[src/rtl/morse_msg_sequencer_if.sv]
// Letter-push handshake between the switch/key input logic and the Morse sequencer.
interface morse_msg_sequencer_if;
    logic       in_valid;
    logic [2:0] in_code;
    logic       in_ready;

    modport master (output in_valid, output in_code, input in_ready);
    modport slave  (input in_valid, input in_code, output in_ready);
endinterface

[src/rtl/morse_msg_sequencer.sv]
// Queues Morse letters I..P and plays them on one LED, one symbol bit per tick plus a letter gap.
// Optional MORSE_SEQ_ABORT_EN adds a synchronous abort input that flushes queue and playback.
module morse_msg_sequencer #(
    parameter int unsigned TICK_DIV  = 25000000,
    parameter int unsigned DEPTH     = 4,
    parameter int unsigned GAP_TICKS = 3
) (
    input  logic                   CLOCK_50,
    input  logic                   resetn,
`ifdef MORSE_SEQ_ABORT_EN
    input  logic                   abort,
`endif
    morse_msg_sequencer_if.slave   in_bus,
    output logic                   led,
    output logic                   busy,
    output logic                   letter_done,
    output logic [$clog2(DEPTH):0] fifo_count
);
    localparam int unsigned AW = $clog2(DEPTH);
    localparam int unsigned CW = AW + 1;
    localparam int unsigned TW = $clog2(TICK_DIV);
    localparam int unsigned GW = $clog2(GAP_TICKS + 1);
    localparam logic [TW-1:0] TickMax = TW'(TICK_DIV - 1);

    typedef enum logic [1:0] {StIdle, StLoad, StSend, StGap} state_e;

    state_e        state_q, state_d;
    logic [2:0]    mem_q [DEPTH];
    logic [AW-1:0] wr_ptr_q, rd_ptr_q;
    logic [CW-1:0] count_q, count_d;
    logic [TW-1:0] tick_cnt_q, tick_cnt_d;
    logic [12:0]   shreg_q, shreg_d;
    logic [3:0]    bits_q, bits_d;
    logic [GW-1:0] gap_q, gap_d;
    logic          led_q, led_d;
    logic          done_q, done_d;
    logic          ready, push, pop, tick, flush;
    logic [12:0]   pat;
    logic [3:0]    pat_len;

`ifdef MORSE_SEQ_ABORT_EN
    assign flush = abort;
`else
    assign flush = 1'b0;
`endif

    assign ready           = (count_q != CW'(DEPTH));
    assign in_bus.in_ready = ready;
    assign push            = in_bus.in_valid && ready && !flush;
    assign tick            = (tick_cnt_q == TickMax);

    // Patterns are left-aligned so the MSB is always the next symbol to send.
    always_comb begin
        pat     = '0;
        pat_len = '0;
        case (mem_q[rd_ptr_q])
            3'd0:    begin pat = 13'b1010000000000; pat_len = 4'd3;  end
            3'd1:    begin pat = 13'b1011101110111; pat_len = 4'd13; end
            3'd2:    begin pat = 13'b1110101110000; pat_len = 4'd9;  end
            3'd3:    begin pat = 13'b1011101010000; pat_len = 4'd9;  end
            3'd4:    begin pat = 13'b1110111000000; pat_len = 4'd7;  end
            3'd5:    begin pat = 13'b1110100000000; pat_len = 4'd5;  end
            3'd6:    begin pat = 13'b1110111011100; pat_len = 4'd11; end
            default: begin pat = 13'b1011101110100; pat_len = 4'd11; end
        endcase
    end

    always_comb begin
        state_d    = state_q;
        led_d      = led_q;
        done_d     = 1'b0;
        tick_cnt_d = tick_cnt_q;
        shreg_d    = shreg_q;
        bits_d     = bits_q;
        gap_d      = gap_q;
        pop        = 1'b0;
        unique case (state_q)
            StIdle: begin
                led_d = 1'b0;
                if (count_q != '0) state_d = StLoad;
            end
            StLoad: begin
                pop        = 1'b1;
                shreg_d    = pat;
                bits_d     = pat_len;
                led_d      = pat[12];
                tick_cnt_d = '0;
                state_d    = StSend;
            end
            StSend: begin
                tick_cnt_d = tick ? '0 : tick_cnt_q + TW'(1);
                if (tick) begin
                    if (bits_q == 4'd1) begin
                        led_d   = 1'b0;
                        gap_d   = GW'(GAP_TICKS);
                        state_d = StGap;
                    end else begin
                        shreg_d = shreg_q << 1;
                        led_d   = shreg_q[11];
                        bits_d  = bits_q - 4'd1;
                    end
                end
            end
            StGap: begin
                tick_cnt_d = tick ? '0 : tick_cnt_q + TW'(1);
                if (tick) begin
                    gap_d = gap_q - GW'(1);
                    // Decision uses the registered count, so a same-edge push goes via IDLE.
                    if (gap_q == GW'(1)) begin
                        done_d  = 1'b1;
                        state_d = (count_q != '0) ? StLoad : StIdle;
                    end
                end
            end
            default: state_d = StIdle;
        endcase

        if (flush) begin
            state_d    = StIdle;
            led_d      = 1'b0;
            done_d     = 1'b0;
            tick_cnt_d = '0;
            shreg_d    = '0;
            bits_d     = '0;
            gap_d      = '0;
            pop        = 1'b0;
        end

        count_d = flush ? '0 : count_q + CW'(push) - CW'(pop);
    end

    always_ff @(posedge CLOCK_50) begin
        if (!resetn) begin
            state_q    <= StIdle;
            wr_ptr_q   <= '0;
            rd_ptr_q   <= '0;
            count_q    <= '0;
            tick_cnt_q <= '0;
            shreg_q    <= '0;
            bits_q     <= '0;
            gap_q      <= '0;
            led_q      <= 1'b0;
            done_q     <= 1'b0;
        end else begin
            state_q    <= state_d;
            count_q    <= count_d;
            tick_cnt_q <= tick_cnt_d;
            shreg_q    <= shreg_d;
            bits_q     <= bits_d;
            gap_q      <= gap_d;
            led_q      <= led_d;
            done_q     <= done_d;
            if (flush) begin
                wr_ptr_q <= '0;
                rd_ptr_q <= '0;
            end else begin
                if (push) wr_ptr_q <= wr_ptr_q + AW'(1);
                if (pop)  rd_ptr_q <= rd_ptr_q + AW'(1);
            end
        end
    end

    always_ff @(posedge CLOCK_50) begin
        if (push) mem_q[wr_ptr_q] <= in_bus.in_code;
    end

    assign led         = led_q;
    assign busy        = (state_q != StIdle);
    assign letter_done = done_q;
    assign fifo_count  = count_q;
endmodule
[src/flat_wrapper.sv]
// flat-port wrapper written by rule: the top's interface ports become plain ports
module morse_msg_sequencer_flat 
#(
    parameter int unsigned TICK_DIV  = 25000000,
    parameter int unsigned DEPTH     = 4,
    parameter int unsigned GAP_TICKS = 3
)
  (CLOCK_50, resetn, led, busy, letter_done, fifo_count, in_bus_in_valid, in_bus_in_code, in_bus_in_ready);
  morse_msg_sequencer_if in_bus_i ();
  input  logic CLOCK_50;
  input  logic resetn;
  output logic led;
  output logic busy;
  output logic letter_done;
  output logic [$clog2(DEPTH):0] fifo_count;
  input wire logic [$bits(in_bus_i.in_valid)-1:0] in_bus_in_valid;
  input wire logic [$bits(in_bus_i.in_code)-1:0] in_bus_in_code;
  output wire logic [$bits(in_bus_i.in_ready)-1:0] in_bus_in_ready;
  assign in_bus_i.in_valid = in_bus_in_valid;
  assign in_bus_i.in_code = in_bus_in_code;
  assign in_bus_in_ready = in_bus_i.in_ready;
  morse_msg_sequencer #(.TICK_DIV(TICK_DIV), .DEPTH(DEPTH), .GAP_TICKS(GAP_TICKS)) u_core (.CLOCK_50(CLOCK_50), .resetn(resetn), .in_bus(in_bus_i), .led(led), .busy(busy), .letter_done(letter_done), .fifo_count(fifo_count));
endmodule
[config.mk]
export PLATFORM = sky130hd
export DESIGN_NAME = morse_msg_sequencer_flat
export DESIGN_NICKNAME = d
export VERILOG_FILES = /design/src/rtl/morse_msg_sequencer_if.sv /design/src/rtl/morse_msg_sequencer.sv /design/src/flat_wrapper.sv
export SDC_FILE = /design/constraint.sdc
export NUM_CORES = 1
export LEC_CHECK = 0
export ABC_AREA = 1
export CORE_ASPECT_RATIO = 0.8
export CORE_MARGIN = 3
export CORE_UTILIZATION = 40
export CTS_CLUSTER_SIZE = 25
export DETAILED_ROUTE_END_ITERATION = 12
export HOLD_SLACK_MARGIN = 0.08
export PLACE_DENSITY_LB_ADDON = 0.1
export SLEW_MARGIN = 20
export SYNTH_ARGS = -nofsm -noshare
export SYNTH_HDL_FRONTEND = slang
export SYNTH_SLANG_ARGS = --single-unit
[constraint.sdc]
create_clock -name CLOCK_50 -period 2.2 [get_ports CLOCK_50]
set_clock_uncertainty 0.15 [all_clocks]
set_input_delay 0.33 -clock CLOCK_50 [delete_from_list [all_inputs] [get_ports CLOCK_50]]
set_output_delay 0.33 -clock CLOCK_50 [all_outputs]
set_load 0.03 [all_outputs]
======== After elaboration in Yosys (flattened, before gate mapping) ========
Memory sizes are Yosys's and may differ from the RTL's. A register that Yosys moved wholly into a read port is not among the register bits.
Cells that the tools add are included.
storage, ports and cells
  flip-flop bits (word level) ............. 54
  bits in latches ......................... 0
  RAM bits ................................ 12
  memory bits (read-only) ................. 0
  input port bits ......................... 6
  word-level logic and storage cells ...... 81
  memories kept ........................... 1
memories
  memory        depth  bits a word  read ports  clocked after Yosys merged registers in  write ports  line                       text
  u_core.mem_q  4      3            1           1                                        1            morse_msg_sequencer.sv:28  logic [2:0] mem_q [DEPTH];
operators by class
  $add $sub $neg .......................... 7
  $mul .................................... 0
  div/mod/pow operators ................... 0
  order comparisons ....................... 0
  equal/unequal tests ..................... 19
  shift operators ......................... 0
  muxes and demuxes ....................... 28
  bitwise operators ....................... 0
  reductions and logical operators ........ 16
operators by type and width
  kind                                                                    count
  12-bit one-hot mux with 7 select lines                                  1
  25-bit one-hot mux with 2 select lines                                  1
  25-bit by 1-bit adder with 25-bit output (second input constant)        1
  25-bit equality test (second input constant)                            1
  25-bit 2-to-1 mux                                                       1
  12-bit 2-to-1 mux                                                       2
  12-bit one-hot mux with 2 select lines                                  1
  4-bit one-hot mux with 5 select lines                                   1
  2-bit 2-to-1 mux                                                        8
  2-bit by 1-bit != test with 1-bit output (second input constant)        5
  3-bit equality test (second input constant)                             3
  4-bit 2-to-1 mux                                                        2
  2-bit one-hot mux with 4 select lines                                   1
  4-bit one-hot mux with 2 select lines                                   1
  2-bit nonzero test                                                      4
  1-bit 2-to-1 mux                                                        7
  3-bit by 2-bit equality test with 1-bit output (second input constant)  2
  3-bit AND reduction                                                     2
  3-bit nonzero test                                                      2
  5-bit AND reduction                                                     1
  2-bit by 1-bit adder with 2-bit output (second input constant)          2
  2-bit by 1-bit equality test with 1-bit output (second input constant)  2
  2-bit equality test (second input constant)                             2
  4-bit by 1-bit equality test with 1-bit output (second input constant)  1
  15 further kinds                                                        16

======== Logic depth before layout (Yosys ltp) ========
  word-level depth ........................ 5
  gate-level depth with buffers ........... 12
  mapped depth without buffers ............ 11

======== Worst setup path after synthesis ========
No wires, ideal clock.
  kind .................................... flip-flop to flip-flop
  from .................................... register u_core.count_q[2], in the netlist u_core.fifo_count[2]
  to ...................................... register u_core.count_q[2], in the netlist u_core.fifo_count[2]
  arrival ................................. 2.021 ns
  setup slack ............................. -0.041 ns
  cell stages (with the launch flop) ...... 9
  path buffers ............................ 0
  clock period less this slack ............ 2.241 ns
  cells stage by stage .................... dfxtp_1 nand3_1 nand2_1 inv_1 ha_1 fa_1 inv_1 o21ai_0 a21oi_1
on the way
  longest elaborated chain between the ends .. 4
ends and longest elaborated chain
  item                                         line                        text
  start, declared                              morse_msg_sequencer.sv:30   logic [CW-1:0] count_q, count_d;
  start signal, assigned                       morse_msg_sequencer.sv:146  count_q <= count_d;
  3-bit != test                                morse_msg_sequencer.sv:47   assign ready = (count_q != CW'(DEPTH));
  named net in_bus_in_ready                    flat_wrapper.sv:18          output wire logic [$bits(in_bus_i.in_ready)-1:0] in_bus_in_ready;
  1-bit logical AND                            morse_msg_sequencer.sv:49   assign push = in_bus.in_valid && ready && !flush;
  named net u_core.push                        morse_msg_sequencer.sv:37   logic ready, push, pop, tick, flush;
  3-bit by 1-bit adder with 3-bit output       morse_msg_sequencer.sv:129  count_d = flush ? '0 : count_q + CW'(push) - CW'(pop);
  3-bit by 1-bit subtractor with 3-bit output  morse_msg_sequencer.sv:129
The timed path passes the listed nets, and every way through them passes these cells.
A chain may end at the register's enable or synchronous reset.

======== Worst setup path after layout ========
  from .................................... register u_core.count_q[1], in the netlist u_core.fifo_count[1]
  to ...................................... output in_bus_in_ready
on the way
  longest elaborated chain between the ends .. 1
ends and longest elaborated chain
  item           line
  3-bit != test  morse_msg_sequencer.sv:47
  end, declared  flat_wrapper.sv:18
No other way between the ends.

==> results.md <==
* Initial Util at 41.35%
* Net Count, Synth at 546
* P_sw at 1.634 mW
* Post-Synth Simple-Gate Area at 33.37%
* Crit path buf inv count at 2
* Met2 wire len at 3.266 mm
* Leakage at 1.714 nW
* Top-count cell post-synth: nand2_1
* Critical-path cell list: inv_1, nand3_2, clkdlybuf4s50_1
* Post-synthesis compound-gate area fraction at 11.06%
* Combinational family with the most area after synthesis: simple AND/OR/NAND/NOR gates
* Fillers at 910
* Initial antenna violation count at 0
* Port Buffers at 12
* Num CTS Buffers at 9
* Mapped Cells at 524
* Layout Nets at 568
* WP data required at 1720 ps
* Register area share after synthesis at 39.31%
* Met3 routed WL at 314 um
* DRC viols at 0
* Arrival @ worst endpoint at 1580 ps
* Synth warnings at 0
* Post-synthesis adder-cell area fraction at 5.511%
* Xor and xnor area share after synthesis at 1.162%
* Die Span Y at 92.82 um
* First-pass GRT wire length at 14.23 mm
* Share of power burned in registers at 36.8%
* Slew at the pin closest to its max-slew limit at 369.8 ps
* Reg clk slew, reported paths at 60 ps
* Critical Path Max Stage Delay at 670 ps
* Main synth FF type: dfxtp_1
* Fraction of layout cells with a size suffix above 1 at 12.52%
* Crit-path max FO at 4
* CTS Buffer Depth at 2
* Post-synth cell types at 40
* Worst path slowest cell: clkdlybuf4s50_1
* Pint at 2.741 mW
* Latest clock arrival within the worst-skew pair at 330 ps
* Clock power share at 29.6%
* Post-synthesis mux area share at 0%
* Post-CTS setup repair buffer count at 0
* P&R area growth vs syn at 14.21%
* Worst hold slack at 316.9 ps
* Die Area at 10630 um^2
* Post-route minimum period at 2059 ps
* Placed cell area at 4035 um^2
* Logic pwr share at 33.6%
* F_max at 485.6 MHz
* M1 WL at 4.717 mm
* GRT overflow at 0
* Worst hold-check path type: flip-flop to flip-flop
* Maxcap violations at 0
* Critical Path End Type: primary output
* Startpoint Class: flip-flop
* Worst vdd rail ir drop at 0.6096 mV
* Ports at 13
* Via count at 3251
* Rel. slew slack at 75.12%
* Global Route Usage Sum at 16.91%
* Synth top area share at 29.75%
* Fin crit share at 93.61%
* Setup violators final at 0
* Setup TNS at 0 ps
* Post-Syn Area per Cell at 7.192 um^2
* Number of synthesized register bits at 68
* Drt total wl at 8.386 mm
* Uppermost layer routed: met4
* Outcome: finished, final reports clean
* RSZ-0062 raised after global routing: no
* Type of the worst setup path: flip-flop to primary output
* Largest net degree at the start of global routing at 21
* Synth Cell Area at 3769 um^2
* DP HPWL at 6.347 mm
* WL per Instance at 12.59 um
* Post-synth top area cell: dfxtp_1
* Antenna Cells at 0
* Design area at 4304 um^2
* EDFF count, synth at 12
* Root buffer cell: clkbuf_16
* GP Congestion at 0.8237
* Post-layout util at 47.22%
* DRT Pass-1 Iters at 5
* TritonCTS clock tree: yes
* Pwr Density at 1016 nW/um^2
* Synth top cells by count: nand2_1, nor2_1, inv_1, dfxtp_1, nand3_1
* DRT iter0 DRCs at 208
* Switch share at 37.35%
* CTS sink cnt at 68
* Final slew viol count at 0
* Vias per cell at 4.881
* Ys async rst share at 0%
* Number of global-route vias before repair at 2962
* Post-route ant nets at 0
* Die X at 114.5 um
* # rows at 31
* CP delay by family, top: buffers and inverters
* Final Hold Vio Count at 0
* Synth area leaders: dfxtp_1, nand2_1, edfxtp_1
* Core area at 9115 um^2
* H-tree depth at 3
timing repair:
action | 4_1_cts | 5_1_grt
setup endpoints to repair | 1 | 0
endpoints found under the hold margin | 0 | 0
hold buffers | 0 | 0
gates resized for setup | 1 | 0
layout by cell type, fill, tap and decap left out, drive strengths merged, types with 2 or more instances in the layout:
cell / synthesis / routed
a21oi: 36 / 36
buf: 10 / 12
clkbuf: 3 / 10
clkdlybuf4s50: 0 / 11
clkinv: 1 / 5
clkinvlp: 0 / 2
dfxtp: 56 / 56
edfxtp: 12 / 12
ha: 15 / 15
inv: 69 / 69
nand2: 135 / 135
nand3: 38 / 38
nand4: 8 / 8
nor2: 78 / 78
nor3: 14 / 14
nor3b: 3 / 3
o211ai: 2 / 2
o21ai: 31 / 31
xor2: 5 / 5
metrics by stage:
stage                     power, mW  instances  worst slack, ps
final                         4.374        666            140.6
after detailed placement      3.109        650            212.0
after CTS                     4.421        666            130.6
after global placement        3.100        650            248.0
after global routing          4.706        666            56.26
after floorplan               2.720        524            99.69
logic make-up after synthesis:
family                     after synthesis
buffers and inverters                   83
AOI/OAI and AO/OA                       73
xor gates and xnor gates                 5
and+or+nand+nor                        279
adders and majority gates               16
DFF                                     68
metal layers:
layer | vias to the layer above | track usage [%]
li1 | 1733 | -
met1 | 1449 | 26.58
met2 | 61 | 21.90
met3 | 8 | 4.507
met4 | 0 | 5.045
met5 | - | 0
state kept, by name (all words and copies together) (netlist names), named ones only:
signal	cells
u_core.fifo_count	3
u_core.shreg_q	12
u_core.wr_ptr_q	2
u_core.gap_q	2
u_core.state_q	2
u_core.tick_cnt_q	25
u_core.bits_q	4
u_core.letter_done	1
u_core.led	1
u_core.rd_ptr_q	2
u_core.mem_q	12
worst reg2reg max path, cell delays in order (launching register included):
cell     delay, ps
dfxtp_1        370
inv_1          100
ha_1           210
ha_1           270
inv_1           40
ha_1           180
fa_1           350
inv_1           70
o21ai_0         80
a21oi_1        120
layout make-up:
type                            count  area [um^2]  share of cell area, %
Inverter                           70        269.0                  6.250
Clock inverter                      6        41.29                 0.9593
Sequential cell                    68         1481                  34.42
Tap cell                          115        143.9                  3.343
Clock buffer                       10        229.0                  5.320
Timing Repair Buffer               24        209.0                  4.855
Multi-Input combinational cell    373         1931                  44.85
power groups by stage:
stage	registers (mW)	clock network [mW]	logic (mW)
after floorplan	1.65	0	1.07
after global placement	1.63	0	1.47
after detailed placement	1.63	0	1.48
after CTS	1.61	1.33	1.48
after global routing	1.63	1.39	1.69
final	1.61	1.30	1.47
final timing paths:
check | startpoint | end | slack (ps) | cells past startpoint
worst max register to register | u_core.state_q[1] | u_core.fifo_count[2] | 190 | 9
worst max-delay path | u_core.fifo_count[1] | in_bus_in_ready | 140 | 3
worst min register to register | u_core.shreg_q[8] | u_core.shreg_q[8] | 320 | 2
worst min-delay path | u_core.shreg_q[8] | u_core.shreg_q[8] | 320 | 2
No activity file was read; power rests on OpenSTA's default activity.
